--- src/rtl/fpu_ctrl_pkg.sv ---
// Shared types and constants for the FP add/round sequencer control.
package fpu_ctrl_pkg;

    // Stage-1 sequencing states
    typedef enum logic [1:0] {
        ST_IDLE = 2'd0,
        ST_RUN  = 2'd1,
        ST_DNRM = 2'd2
    } s1_state_e;

    // Contents of one pipeline stage
    typedef struct packed {
        logic       valid;
        logic       id;
        logic [3:0] op;
        logic [2:0] rm;
        logic       p;
        logic       denorm;
    } stage_t;

    // Flag bit positions in the 5-bit {UF,0,OF,NV,NX} vector
    localparam int FLAG_NX = 0;
    localparam int FLAG_NV = 1;
    localparam int FLAG_OF = 2;
    localparam int FLAG_UF = 4;

    // op_type encodings
    localparam logic [3:0] OP_FADD = 4'd0;
    localparam logic [3:0] OP_FSUB = 4'd1;
    localparam logic [3:0] OP_FCVT = 4'd2;
    localparam logic [3:0] OP_FRND = 4'd3;

    // Keep only the defined flag positions; bit 3 is always reported as 0
    function automatic logic [4:0] flag_clean(input logic [4:0] raw);
        logic [4:0] mask;
        mask = 5'd0;
        mask[FLAG_NX] = 1'b1;
        mask[FLAG_NV] = 1'b1;
        mask[FLAG_OF] = 1'b1;
        mask[FLAG_UF] = 1'b1;
        return raw & mask;
    endfunction

endpackage

--- src/rtl/rr_arb2.sv ---
// Two-way round-robin arbiter; the pointer names the side that wins a tie.
module rr_arb2 (
    input  logic       clk,
    input  logic       reset,
    input  logic [1:0] req_i,
    input  logic       en_i,
    output logic [1:0] gnt_o
);

    logic ptr_q;

    // Grant selection: tie goes to the pointer side, a lone request wins outright
    always_comb begin
        gnt_o = 2'b00;
        if (!en_i) begin
            gnt_o = 2'b00;
        end else if (req_i == 2'b11) begin
            gnt_o = ptr_q ? 2'b10 : 2'b01;
        end else begin
            gnt_o = req_i;
        end
    end

    // Pointer moves to the requester that did not just win
    always_ff @(posedge clk) begin
        if (!reset) begin
            ptr_q <= 1'b0;
        end else if (gnt_o != 2'b00) begin
            ptr_q <= ~gnt_o[1];
        end else begin
            ptr_q <= ptr_q;
        end
    end

endmodule

--- src/rtl/fpadd_seq_ctrl.sv ---
// Three-stage sequencing control for a shared FP add/round datapath with
// two requesters, denormal extra cycle, result back-pressure and flags.
module fpadd_seq_ctrl
    import fpu_ctrl_pkg::*;
#(
    parameter int DENORM_XTRA = 1
) (
    input  logic       clk,
    input  logic       reset,
    input  logic       req0_valid,
    output logic       req0_ready,
    input  logic [3:0] req0_op,
    input  logic [2:0] req0_rm,
    input  logic       req0_p,
    input  logic       req0_denorm,
    input  logic       req1_valid,
    output logic       req1_ready,
    input  logic [3:0] req1_op,
    input  logic [2:0] req1_rm,
    input  logic       req1_p,
    input  logic       req1_denorm,
    output logic [3:0] dp_op,
    output logic [2:0] dp_rm,
    output logic       dp_p,
    output logic       dp_denorm_in,
    output logic       dp_s1_en,
    output logic       dp_s2_en,
    output logic       dp_s3_en,
    input  logic [4:0] dp_flags,
    output logic       res_valid,
    input  logic       res_ready,
    output logic       res_id,
    output logic [4:0] res_flags,
    input  logic       flush,
    input  logic       fflags_clr,
    output logic [4:0] fflags_acc,
    output logic       busy
);

    stage_t     s1_q, s2_q, s3_q;
    s1_state_e  state_q;
    logic [4:0] acc_q;

    logic       stall_s, hs_s, s1_adv_s, grant_ok_s, accept_s, new_dn_s;
    logic [1:0] gnt_s;
    stage_t     new_op_s;
    logic [4:0] flags_s;

    // Back-pressure freezes everything; stage 1 leaves unless it is in its extra denormal cycle
    assign stall_s    = s3_q.valid && !res_ready;
    assign hs_s       = s3_q.valid && res_ready;
    assign s1_adv_s   = s1_q.valid && !stall_s && (state_q != ST_DNRM);
    assign grant_ok_s = reset && !flush && !stall_s && (!s1_q.valid || s1_adv_s);

    rr_arb2 u_arb (
        .clk   (clk),
        .reset (reset),
        .req_i ({req1_valid, req0_valid}),
        .en_i  (grant_ok_s),
        .gnt_o (gnt_s)
    );

    assign accept_s = gnt_s[0] | gnt_s[1];

    // Capture the fields of whichever requester won
    always_comb begin
        new_op_s        = '0;
        new_op_s.valid  = 1'b1;
        if (gnt_s[1]) begin
            new_op_s.id     = 1'b1;
            new_op_s.op     = req1_op;
            new_op_s.rm     = req1_rm;
            new_op_s.p      = req1_p;
            new_op_s.denorm = req1_denorm;
        end else begin
            new_op_s.id     = 1'b0;
            new_op_s.op     = req0_op;
            new_op_s.rm     = req0_rm;
            new_op_s.p      = req0_p;
            new_op_s.denorm = req0_denorm;
        end
    end

    assign new_dn_s = new_op_s.denorm && (DENORM_XTRA != 0);
    assign flags_s  = s3_q.valid ? flag_clean(dp_flags) : 5'd0;

    // Stage registers: flush kills valids, back-pressure holds, otherwise shift
    always_ff @(posedge clk) begin
        if (!reset) begin
            s1_q <= '0;
            s2_q <= '0;
            s3_q <= '0;
        end else if (flush) begin
            s1_q.valid <= 1'b0;
            s2_q.valid <= 1'b0;
            s3_q.valid <= 1'b0;
        end else if (!stall_s) begin
            s3_q <= s2_q;
            if (s1_adv_s) begin
                s2_q <= s1_q;
            end else begin
                s2_q.valid <= 1'b0;
            end
            if (accept_s) begin
                s1_q <= new_op_s;
            end else if (s1_adv_s) begin
                s1_q.valid <= 1'b0;
            end else begin
                s1_q <= s1_q;
            end
        end else begin
            s1_q <= s1_q;
            s2_q <= s2_q;
            s3_q <= s3_q;
        end
    end

    // Stage-1 FSM: a denormal op spends one extra cycle in DNRM before it may leave
    always_ff @(posedge clk) begin
        if (!reset) begin
            state_q <= ST_IDLE;
        end else if (flush) begin
            state_q <= ST_IDLE;
        end else if (stall_s) begin
            state_q <= state_q;
        end else begin
            case (state_q)
                ST_IDLE, ST_RUN: begin
                    if (accept_s) begin
                        state_q <= new_dn_s ? ST_DNRM : ST_RUN;
                    end else if (s1_adv_s) begin
                        state_q <= ST_IDLE;
                    end else begin
                        state_q <= state_q;
                    end
                end
                ST_DNRM: state_q <= ST_RUN;
                default: state_q <= ST_IDLE;
            endcase
        end
    end

    // Sticky flag accumulator; a clear keeps only the flags of a coincident handshake
    always_ff @(posedge clk) begin
        if (!reset) begin
            acc_q <= 5'd0;
        end else if (fflags_clr) begin
            acc_q <= hs_s ? flags_s : 5'd0;
        end else if (hs_s) begin
            acc_q <= acc_q | flags_s;
        end else begin
            acc_q <= acc_q;
        end
    end

    assign req0_ready   = gnt_s[0];
    assign req1_ready   = gnt_s[1];
    assign dp_op        = s1_q.op;
    assign dp_p         = s1_q.p;
    assign dp_denorm_in = s1_q.denorm;
    assign dp_rm        = s3_q.rm;
    assign dp_s1_en     = s1_q.valid && !stall_s;
    assign dp_s2_en     = s1_adv_s;
    assign dp_s3_en     = s2_q.valid && !stall_s;
    assign res_valid    = s3_q.valid;
    assign res_id       = s3_q.valid & s3_q.id;
    assign res_flags    = flags_s;
    assign fflags_acc   = acc_q;
    assign busy         = s1_q.valid | s2_q.valid | s3_q.valid;

endmodule
--- config.mk ---
export PLATFORM = sky130hd
export DESIGN_NAME = fpadd_seq_ctrl
export DESIGN_NICKNAME = d
export VERILOG_FILES = /design/src/rtl/fpu_ctrl_pkg.sv /design/src/rtl/rr_arb2.sv /design/src/rtl/fpadd_seq_ctrl.sv
export SDC_FILE = /design/constraint.sdc
export NUM_CORES = 1
export LEC_CHECK = 0
export BUFFER_PORTS_ARGS = -buffer_cell sky130_fd_sc_hd__buf_2
export CAP_MARGIN = 10
export CORE_MARGIN = 5
export CORE_UTILIZATION = 38
export CTS_BUF_LIST = sky130_fd_sc_hd__clkbuf_4
export DETAILED_ROUTE_END_ITERATION = 10
export PLACE_DENSITY = 0.66
export SYNTH_ARGS = -nofsm -noshare
export SYNTH_HDL_FRONTEND = slang
export SYNTH_HIERARCHICAL = 1
export SYNTH_SLANG_ARGS = --single-unit
--- constraint.sdc ---
create_clock -name clk -period 5.4 [get_ports clk]
set_clock_uncertainty 0.2 [all_clocks]
set_input_delay 1.08 -clock clk [delete_from_list [all_inputs] [get_ports clk]]
set_output_delay 1.08 -clock clk [all_outputs]
set_load 0.02 [all_outputs]
==> flow_summary.json, run 1 <==
{
  "status": "complete, no violations",
  "r2r_start": "res_valid",
  "r2r_end": "s1_q[2]",
  "cts.sinks": 28,
  "drive_gt1_share_pct": 31.1,
  "dr.first_iter.drc_count": 34,
  "min_period_over_period_pct": 77.2,
  "critPathMaxStageDelay_ns": 0.50,
  "clk_latency_ns": 0.32,
  "drt_pass1_iterations": 4,
  "core-area_um2": 3420,
  "grt_usage_pct": 10.8,
  "final_max_slew_viol_count": 0,
  "numPortBuffers": 53,
  "start_util_pct": 39.9,
  "syn_to_final_growth_pct": 18.0,
  "antenna_cells": 0,
  "grt_remaining_overflow": 0,
  "layout_common_cells": "buf_2 (53), dfxtp_1 (28), nand2_1 (21)",
  "setup_viol": 0,
  "grt_busiest_layer": "met2",
  "vias_per_cell": 4.76,
  "syn-instance-count": 155,
  "crit_arrival_ns": 2.89,
  "holdPathStages": 2,
  "timing.fmax_ghz": 0.240,
  "setup_tns_ns": 0,
  "rows": 21,
  "power_uw": 346,
  "synth-seq-cells": 28,
  "cts_tree": "built",
  "cp-start-kind": "input port",
  "maxCapViolCount": 0,
  "cp_num_buf_inv": 2,
  "dp.cells": 238,
  "critPathCaptureType": "output port",
  "timing.final.crit_period_ns": 4.17,
  "grt_max_degree": 29,
  "htree_levels": 1,
  "rr_worst_depth": 10,
  "cp_slowest_cell": "a211oi_1",
  "worstPathRequired_ns": 4.12,
  "hold_buffers": 0,
  "cts_buffers": 3,
  "synthDistinctLibCells": 32,
  "drc": 0,
  "grt_pass1_wl_um": 4510,
  "nets": 227,
  "design.portCount": 57,
  "rsz0062_at_grt": "no",
  "met1_usage_pct": 13.0,
  "ant_nets": 0,
  "crit_fanout": 28,
  "utilization_pct": 47.1,
  "r2r_slack_ns": 2.51,
  "cp_top_family": "compound AO/OA/AOI/OAI gates",
  "wl_per_cell_um": 11.2,
  "cts-resized-gates": 0,
  "place_congestion": 0.799,
  "slew_headroom_pct": 59.5,
  "power_density_nw_per_um2": 215,
  "met2_usage_pct": 17.9,
  "crit_chain": "buf_2 > nand2b_1 > a211oi_1 > nand2_1 > a21oi_1 > buf_2",
  "yosys_warnings": 6,
  "grt_antenna_before_repair": 0,
  "die_w_um": 69.9,
  "syn_area_um2": 1360,
  "syn_avg_cell_area_um2": 8.80,
  "p_leak_uw": 0.000791,
  "crit_type": "in2out",
  "grt_pass1_vias": 1046,
  "num_vias": 1153,
  "hold_end": "s2_q[9]",
  "fillCellCount": 376,
  "grt_use_met3_pct": 3.30,
  "clkTransAtPathRegs_ns": 0.14,
  "final_common_cell": "buf_2",
  "ir_worst_vdd_mv": 0.112,
  "finalNonFillerCells": 242,
  "die_area_um2": 4890,
  "ys_seq_area_share_pct": 41.1,
  "hpwl_um": 2070,
  "path_common_cell": "buf_2",
  "cts_setup_buffers": 0,
  "cts-root-buf": "clkbuf_4",
  "finalHoldViolations": 0,
  "hold_path_class": "reg2reg",
  "clk_path_buf_depth": 2,
  "worstHoldStart": "s1_q[9]",
  "worst_slew_pin_slew_ns": 0.605,
  "die_y_um": 69.9,
  "wirelength_um": 2710
}
[layer usage]
metal  part of all wire [%]  wire length (um)
met3                     10               270
met4                   0.48                13
met5                      0                 0
met2                     42              1150
met1                     47              1280
[cells in the mapped netlist (all sizes together)]
library cell,instances,area share [%]
a221o,1,0.73
conb,1,0.27
a21boi,5,2.8
inv,4,1.1
nand2b,2,0.92
nor3,1,1.2
a211oi,1,0.55
nand3,4,1.5
a311oi,1,0.64
nor2b,6,2.8
and2,7,3.2
a32oi,4,2.6
clkbuf,5,1.4
dfxtp,28,41
mux2i,9,6.6
nor2,8,2.2
a21bo,1,0.73
nor3b,1,0.55
or4,1,0.55
a21oi,7,2.6
or3,1,0.46
nand2,21,5.8
or4b,1,1.0
buf,14,7.6
o21ai,10,3.7
a22oi,1,0.55
nor4,1,0.46
o211a,9,6.6
[area by class of cell]
type                    count  area (um^2)  area share (%)
clock buffers               3         22.5            1.40
clock inverters             1         3.75           0.233
inverters                   4         15.0           0.933
multi-input cells         105          669            41.6
repair buffers             55          280            17.4
flip-flops and latches     28          561            34.8
well taps                  46         57.6            3.58
[metrics by stage]
step / cell area, um^2 / setup slack, ns / hold slack, ns
after detailed placement: 1580 / 1.24 / 0.234
after global placement: 1580 / 1.22 / 0.233
after CTS: 1610 / 1.22 / 0.249
after floorplan: 1370 / 1.70 / 0.223
final: 1610 / 1.23 / 0.251
after global routing: 1610 / 1.02 / 0.264
[worst min-delay path, stage by stage, from the launching register on]
cell,delay [ns]
dfxtp_1,0.33
nand2_1,0.05
o21ai_1,0.05
[worst max-delay path by stage]
stage	from	endpoint	cells after the start
6_report	reset	req0_ready	6
3_3_place_gp	reset	req0_ready	6
3_5_place_dp	reset	req0_ready	6
4_1_cts	reset	req0_ready	6
2_1_floorplan	reset	req0_ready	5
5_1_grt	reset	req0_ready	6
[sequential cells by signal, indices dropped and copies added, names as in the netlist]
name          count
dp_denorm_in      1
dp_op             4
dp_p              1
dp_rm             3
fflags_acc        4
res_valid         1
s1_q              5
s2_q              5
s3_q              1
state_q           2
u_arb/ptr_q       1
[where the power goes]
group,internal (uW),switching (uW)
clock,27.1,59.6
sequential,211,2.80
combinational,19.8,25.2
total,258,87.6
[cell families (layout without fill, tap and decap cells)]
kind of cell / count (synthesis) / count (layout) / synth area share, %
other: 1 / 2 / 0.275
AND/OR/NAND/NOR: 54 / 54 / 20.6
flip-flops: 28 / 28 / 41.1
buffers and inverters: 23 / 63 / 10.1
multiplexers: 9 / 9 / 6.61
AO/OA/AOI/OAI: 40 / 40 / 21.4
(Power assumes the default switching activity.)
==> run 2, diff against run 1 <==
--- a/config.mk
+++ b/config.mk
@@ -11,7 +11,7 @@
 export CORE_UTILIZATION = 38
 export CTS_BUF_LIST = sky130_fd_sc_hd__clkbuf_4
 export DETAILED_ROUTE_END_ITERATION = 10
-export PLACE_DENSITY = 0.66
+export PLACE_DENSITY = 0.68
 export SYNTH_ARGS = -nofsm -noshare
 export SYNTH_HDL_FRONTEND = slang
 export SYNTH_HIERARCHICAL = 1
==> constraint.sdc (replaced) <==
create_clock -name clk -period 3.4 [get_ports clk]
set_clock_uncertainty 0.2 [all_clocks]
set_input_delay 0.68 -clock clk [delete_from_list [all_inputs] [get_ports clk]]
set_output_delay 0.68 -clock clk [all_outputs]
set_load 0.02 [all_outputs]
==> run 2 against run 1 <==
Compared with the run above: final area rose by 3.0%; combinational power rose by 63%; largest power group unchanged; highest routed layer unchanged; final cell count rose by 1.2%; worst setup slack got worse by 0.77 ns.
==> flow_summary.json, run 2 (synthesized netlist as in run 1, its figures left out) <==
{
  "status": "complete, no violations",
  "layout_common_cells": "buf_2 (53), dfxtp_1 (28), nand2_1 (21)",
  "setup_viol": 0,
  "numPortBuffers": 53,
  "maxCapViolCount": 0,
  "cts_buffers": 3,
  "grt_antenna_before_repair": 0,
  "cts-root-buf": "clkbuf_4",
  "top_regs": "s1_q: 5 flops, s2_q: 5 flops",
  "clk_latency_ns": 0.32,
  "die_w_um": 69.9,
  "cp_slowest_cell": "a211oi_1",
  "r2r_end": "s1_q[2]",
  "dp.cells": 241,
  "timing.final.crit_period_ns": 2.94,
  "grt_pass1_vias": 1107,
  "design.portCount": 57,
  "timing.fmax_ghz": 0.340,
  "rr_worst_depth": 10,
  "grt_usage_pct": 11.1,
  "worstHoldStart": "s1_q[4]",
  "die_area_um2": 4890,
  "grt_remaining_overflow": 0,
  "htree_levels": 1,
  "setup_tns_ns": 0,
  "holdPathStages": 2,
  "place_congestion": 0.761,
  "clkTransAtPathRegs_ns": 0.15,
  "p_leak_uw": 0.000819,
  "drc": 0,
  "r2r_slack_ns": 0.90,
  "worst_slew_pin_slew_ns": 0.536,
  "wl_per_cell_um": 10.9,
  "finalNonFillerCells": 245,
  "hold_buffers": 0,
  "core-area_um2": 3420,
  "final_max_slew_viol_count": 0,
  "die_y_um": 69.9,
  "dr.first_iter.drc_count": 54,
  "r2r_start": "state_q[1]",
  "hpwl_um": 2080,
  "crit_fanout": 8,
  "cts_setup_buffers": 0,
  "drive_gt1_share_pct": 32.7,
  "critPathMaxStageDelay_ns": 0.52,
  "min_period_over_period_pct": 86.5,
  "rows": 21,
  "cp-start-kind": "input port",
  "critPathCaptureType": "output port",
  "nets": 230,
  "start_util_pct": 39.9,
  "crit_chain": "buf_2 > nand2b_1 > a211oi_1 > nand2_1 > a21oi_1 > buf_2",
  "worstPathRequired_ns": 2.52,
  "rsz0062_at_grt": "no",
  "ir_worst_vdd_mv": 0.132,
  "drt_pass1_iterations": 4,
  "hold_path_class": "reg2reg",
  "path_common_cell": "buf_2",
  "antenna_cells": 0,
  "cts.sinks": 28,
  "final_common_cell": "buf_2",
  "num_vias": 1163,
  "wirelength_um": 2660,
  "fillCellCount": 353,
  "grt_pass1_wl_um": 4660,
  "crit_arrival_ns": 2.06,
  "slew_headroom_pct": 64.0,
  "cts_tree": "built",
  "cts-resized-gates": 0,
  "syn_to_final_growth_pct": 21.6,
  "grt_max_degree": 28,
  "power_density_nw_per_um2": 379,
  "vias_per_cell": 4.75,
  "finalHoldViolations": 0,
  "hold_end": "s2_q[4]",
  "ant_nets": 0,
  "clk_path_buf_depth": 2,
  "crit_type": "in2out"
}
==> run 2: worst max-delay path by stage <==
stage	startpoint	end	slack, ns	depth (start not counted)
2_1_floorplan	reset	dp_op[2]	0.17	11
4_1_cts	flush	req0_ready	0.45	6
5_1_grt	flush	req0_ready	0.31	6
3_3_place_gp	flush	dp_denorm_in	0.30	11
6_report	flush	req0_ready	0.46	6
3_5_place_dp	flush	s1_q[2]	0.30	11
==> run 2: where the power goes <==
group / switching (uW) / total (uW) / internal (uW)
logic: 40.3 / 73.7 / 33.4
clock network: 95.6 / 215 / 119
registers: 4.33 / 340 / 336
total: 140 / 628 / 488
==> run 2: per-layer routing <==
| layer | wire length, um | up-vias | share of wire, % | global-route usage, % |
|---|---|---|---|---|
| met3 | 252 | 2 | 9.5 | 3.01 |
| met5 | 0 | - | 0 | 0 |
| met2 | 1150 | 44 | 43 | 18.2 |
| met4 | 18 | 0 | 0.68 | 3.83 |
| met1 | 1230 | 498 | 46 | 13.9 |
| li1 | - | 619 | - | - |
==> run 2: worst max-delay path: cells and delay by family <==
kind | cells | cell delay (ns)
AND/OR/NAND/NOR | 2 | 0.33
buffers and inverters | 2 | 0.34
AO/OA/AOI/OAI | 2 | 0.70
==> run 2: cell type report <==
| class | count | area (um^2) | share of cell area (%) |
|---|---|---|---|
| multi-input combinational | 105 | 669 | 40.4 |
| sequential | 28 | 561 | 33.8 |
| timing repair buffer | 58 | 303 | 18.3 |
| tap | 46 | 57.6 | 3.47 |
| clock inverter | 1 | 30.0 | 1.81 |
| clock buffer | 3 | 22.5 | 1.36 |
| inverter | 4 | 15.0 | 0.906 |
==> run 2: per-stage QoR <==
step	util (%)	area [um^2]	hold WS, ns	setup slack (ns)	total power [uW]
final	48.5	1660	0.262	0.458	628
after floorplan	-	1370	0.223	0.170	395
after CTS	48.5	1660	0.255	0.450	636
after global placement	47.0	1610	0.231	0.296	421
after detailed placement	47.0	1610	0.242	0.303	422
after global routing	48.5	1660	0.285	0.308	660
==> run 3, diff against run 2 <==
--- a/config.mk
+++ b/config.mk
@@ -8,10 +8,11 @@
 export BUFFER_PORTS_ARGS = -buffer_cell sky130_fd_sc_hd__buf_2
 export CAP_MARGIN = 10
 export CORE_MARGIN = 5
-export CORE_UTILIZATION = 38
+export CORE_UTILIZATION = 44
 export CTS_BUF_LIST = sky130_fd_sc_hd__clkbuf_4
 export DETAILED_ROUTE_END_ITERATION = 10
-export PLACE_DENSITY = 0.68
+export MAX_ROUTING_LAYER = met4
+export PLACE_DENSITY = 0.77
 export SYNTH_ARGS = -nofsm -noshare
 export SYNTH_HDL_FRONTEND = slang
 export SYNTH_HIERARCHICAL = 1
==> constraint.sdc (replaced) <==
create_clock -name clk -period 3.4 [get_ports clk]
set_clock_uncertainty 0.2 [all_clocks]
set_input_delay 0 -clock clk [delete_from_list [all_inputs] [get_ports clk]]
set_output_delay 0 -clock clk [all_outputs]
set_load 0.02 [all_outputs]
==> run 3 against run 2 <==
Compared with the run above: the run now ends with hold timing left; hold slack worse by 0.27 ns; count of clock-buffer cells in the layout stayed put; register-to-register slack worse by 0.69 ns; fmax is 7.7% lower; sequential cell count stayed put; final area is 27% higher; non-clock buffer count is 47 higher; worst setup slack worse by 0.25 ns; routed wire length is 36% higher; sequential power hardly changed; combinational power is 55% higher; power is 6.3% lower; largest cell class is now buffers.
==> flow_summary.json, run 3 (synthesized netlist as in run 1, its figures left out) <==
{
  "r2r_start": "state_q[1]",
  "htree_levels": 1,
  "core-area_um2": 3000,
  "grt_antenna_before_repair": 0,
  "wirelength_um": 3620,
  "ant_nets": 0,
  "critPathCaptureType": "register",
  "final_area_um2": 2110,
  "layout_common_cells": "buf_2 (53), dlygate4sd3_1 (46), dfxtp_1 (27)",
  "cts-root-buf": "clkbuf_4",
  "seqCellArea_um2": 562,
  "clk_latency_ns": 0.32,
  "timing.final.crit_period_ns": 3.19,
  "grt_pass1_wl_um": 5870,
  "maxCapViolCount": 0,
  "holdPathStages": 5,
  "hpwl_um": 2070,
  "utilization_pct": 70.1,
  "clk_path_buf_depth": 2,
  "drc": 0,
  "violations": "hold timing",
  "rows": 20,
  "rsz0062_at_grt": "no",
  "wl_per_cell_um": 13.0,
  "fin_hold_ws_ns": -0.00995,
  "die_area_um2": 4310,
  "design.portCount": 57,
  "crit_type": "reg2reg",
  "start_util_pct": 45.4,
  "grt_remaining_overflow": 0,
  "num_vias": 1412,
  "setup_tns_ns": 0,
  "drive_gt1_share_pct": 27.2,
  "vias_per_cell": 5.06,
  "crit_arrival_ns": 3.21,
  "numPortBuffers": 53,
  "final_common_cell": "buf_2",
  "hold_path_class": "in2reg",
  "ir_worst_vdd_mv": 0.286,
  "grt_pass1_vias": 1327,
  "cp-start-kind": "register",
  "syn_to_final_growth_pct": 54.4,
  "r2r_end": "dp_op[2]",
  "place_congestion": 0.711,
  "crit_fanout": 15,
  "status": "complete, but fails checks",
  "r2r_slack_ns": 0.21,
  "die_y_um": 65.7,
  "setup_viol": 0,
  "power_density_nw_per_um2": 279,
  "worstHoldStart": "req0_valid",
  "timing.fmax_ghz": 0.314,
  "cts.sinks": 28,
  "multi_input_area_um2": 674,
  "dr.first_iter.drc_count": 49,
  "worstPathRequired_ns": 3.42,
  "die_w_um": 65.7,
  "nets": 277,
  "fillCellCount": 253,
  "final_max_slew_viol_count": 0,
  "antenna_cells": 0,
  "drt_pass1_iterations": 4,
  "cts_tree": "built",
  "rr_worst_depth": 10,
  "hold_end": "s1_q[9]",
  "clkTransAtPathRegs_ns": 0.13,
  "min_period_over_period_pct": 93.7,
  "p_leak_uw": 0.00103,
  "top_regs": "s1_q: 5 flops, s2_q: 5 flops",
  "finalHoldViolations": 1,
  "grt_usage_pct": 17.4,
  "cp-startpoint": "state_q[1]",
  "grt_max_degree": 28,
  "cts_buffers": 3,
  "placed_area_um2": 1570
}
[run 3: worst max-delay path, cell delays in order (launching register included)]
cell and delay, ns:
dfxtp_1 0.37, nor2b_1 0.20, a211oi_2 0.33, nand2_1 0.08, a21oi_1 0.19, buf_6 0.22
mux2i_1 0.20, dlygate4sd3_1 0.57, nand2_1 0.06, o211a_1 0.11, dlygate4sd3_1 0.54
[run 3: metal layers]
| layer | GRT usage, % | routed length (um) | part of all wire (%) |
|---|---|---|---|
| met1 | 19.1 | 1490 | 41 |
| met2 | 32.4 | 1830 | 51 |
| met3 | 3.59 | 285 | 7.9 |
| met4 | 3.37 | 14 | 0.39 |
| met5 | - | 0 | 0 |
[run 3: metrics by stage]
stage / instances / hold slack, ns / setup WS [ns] / power (uW)
after global routing: 279 / 0.0225 / 0.0155 / 615
after global placement: 226 / 0.0325 / 0.792 / 419
after CTS: 276 / 0.0175 / 0.0229 / 587
final: 279 / -0.00995 / 0.213 / 589
after detailed placement: 226 / 0.0347 / 0.744 / 420
after floorplan: 156 / -0.0841 / 0.464 / 395
[run 3: final cells by class]
type / count / area share (%)
clock buffer: 3 / 1.07
clock inverter: 1 / 0.178
inverter: 4 / 0.713
multi-input combinational: 105 / 32.0
sequential: 28 / 26.7
tap: 33 / 1.96
timing repair buffer: 105 / 37.4
[run 3: worst max path at each step]
| stage | to | slack, ns | depth (start not counted) |
|---|---|---|---|
| 5_1_grt | dp_p | 0.02 | 12 |
| 6_report | dp_op[2] | 0.21 | 10 |
| 4_1_cts | s1_q[3] | 0.02 | 12 |
| 3_3_place_gp | s1_q[2] | 0.79 | 8 |
| 2_1_floorplan | dp_op[2] | 0.46 | 12 |
| 3_5_place_dp | s1_q[4] | 0.74 | 8 |
[run 3: repair_timing]
item / 4_1_cts / 5_1_grt
gates resized for setup: 0 / 3
endpoints found under the setup margin: 0 / 7
buffers inserted: 0 / 3
hold endpoints to repair: 28 / 0
hold buffers: 46 / 0
[run 3: where the power goes]
part | switching, uW | internal (uW) | leakage (uW)
registers | 4.88 | 335 | 0.000227
logic | 49.0 | 64.7 | 0.000791
clock network | 91.5 | 43.0 | 0.0000154
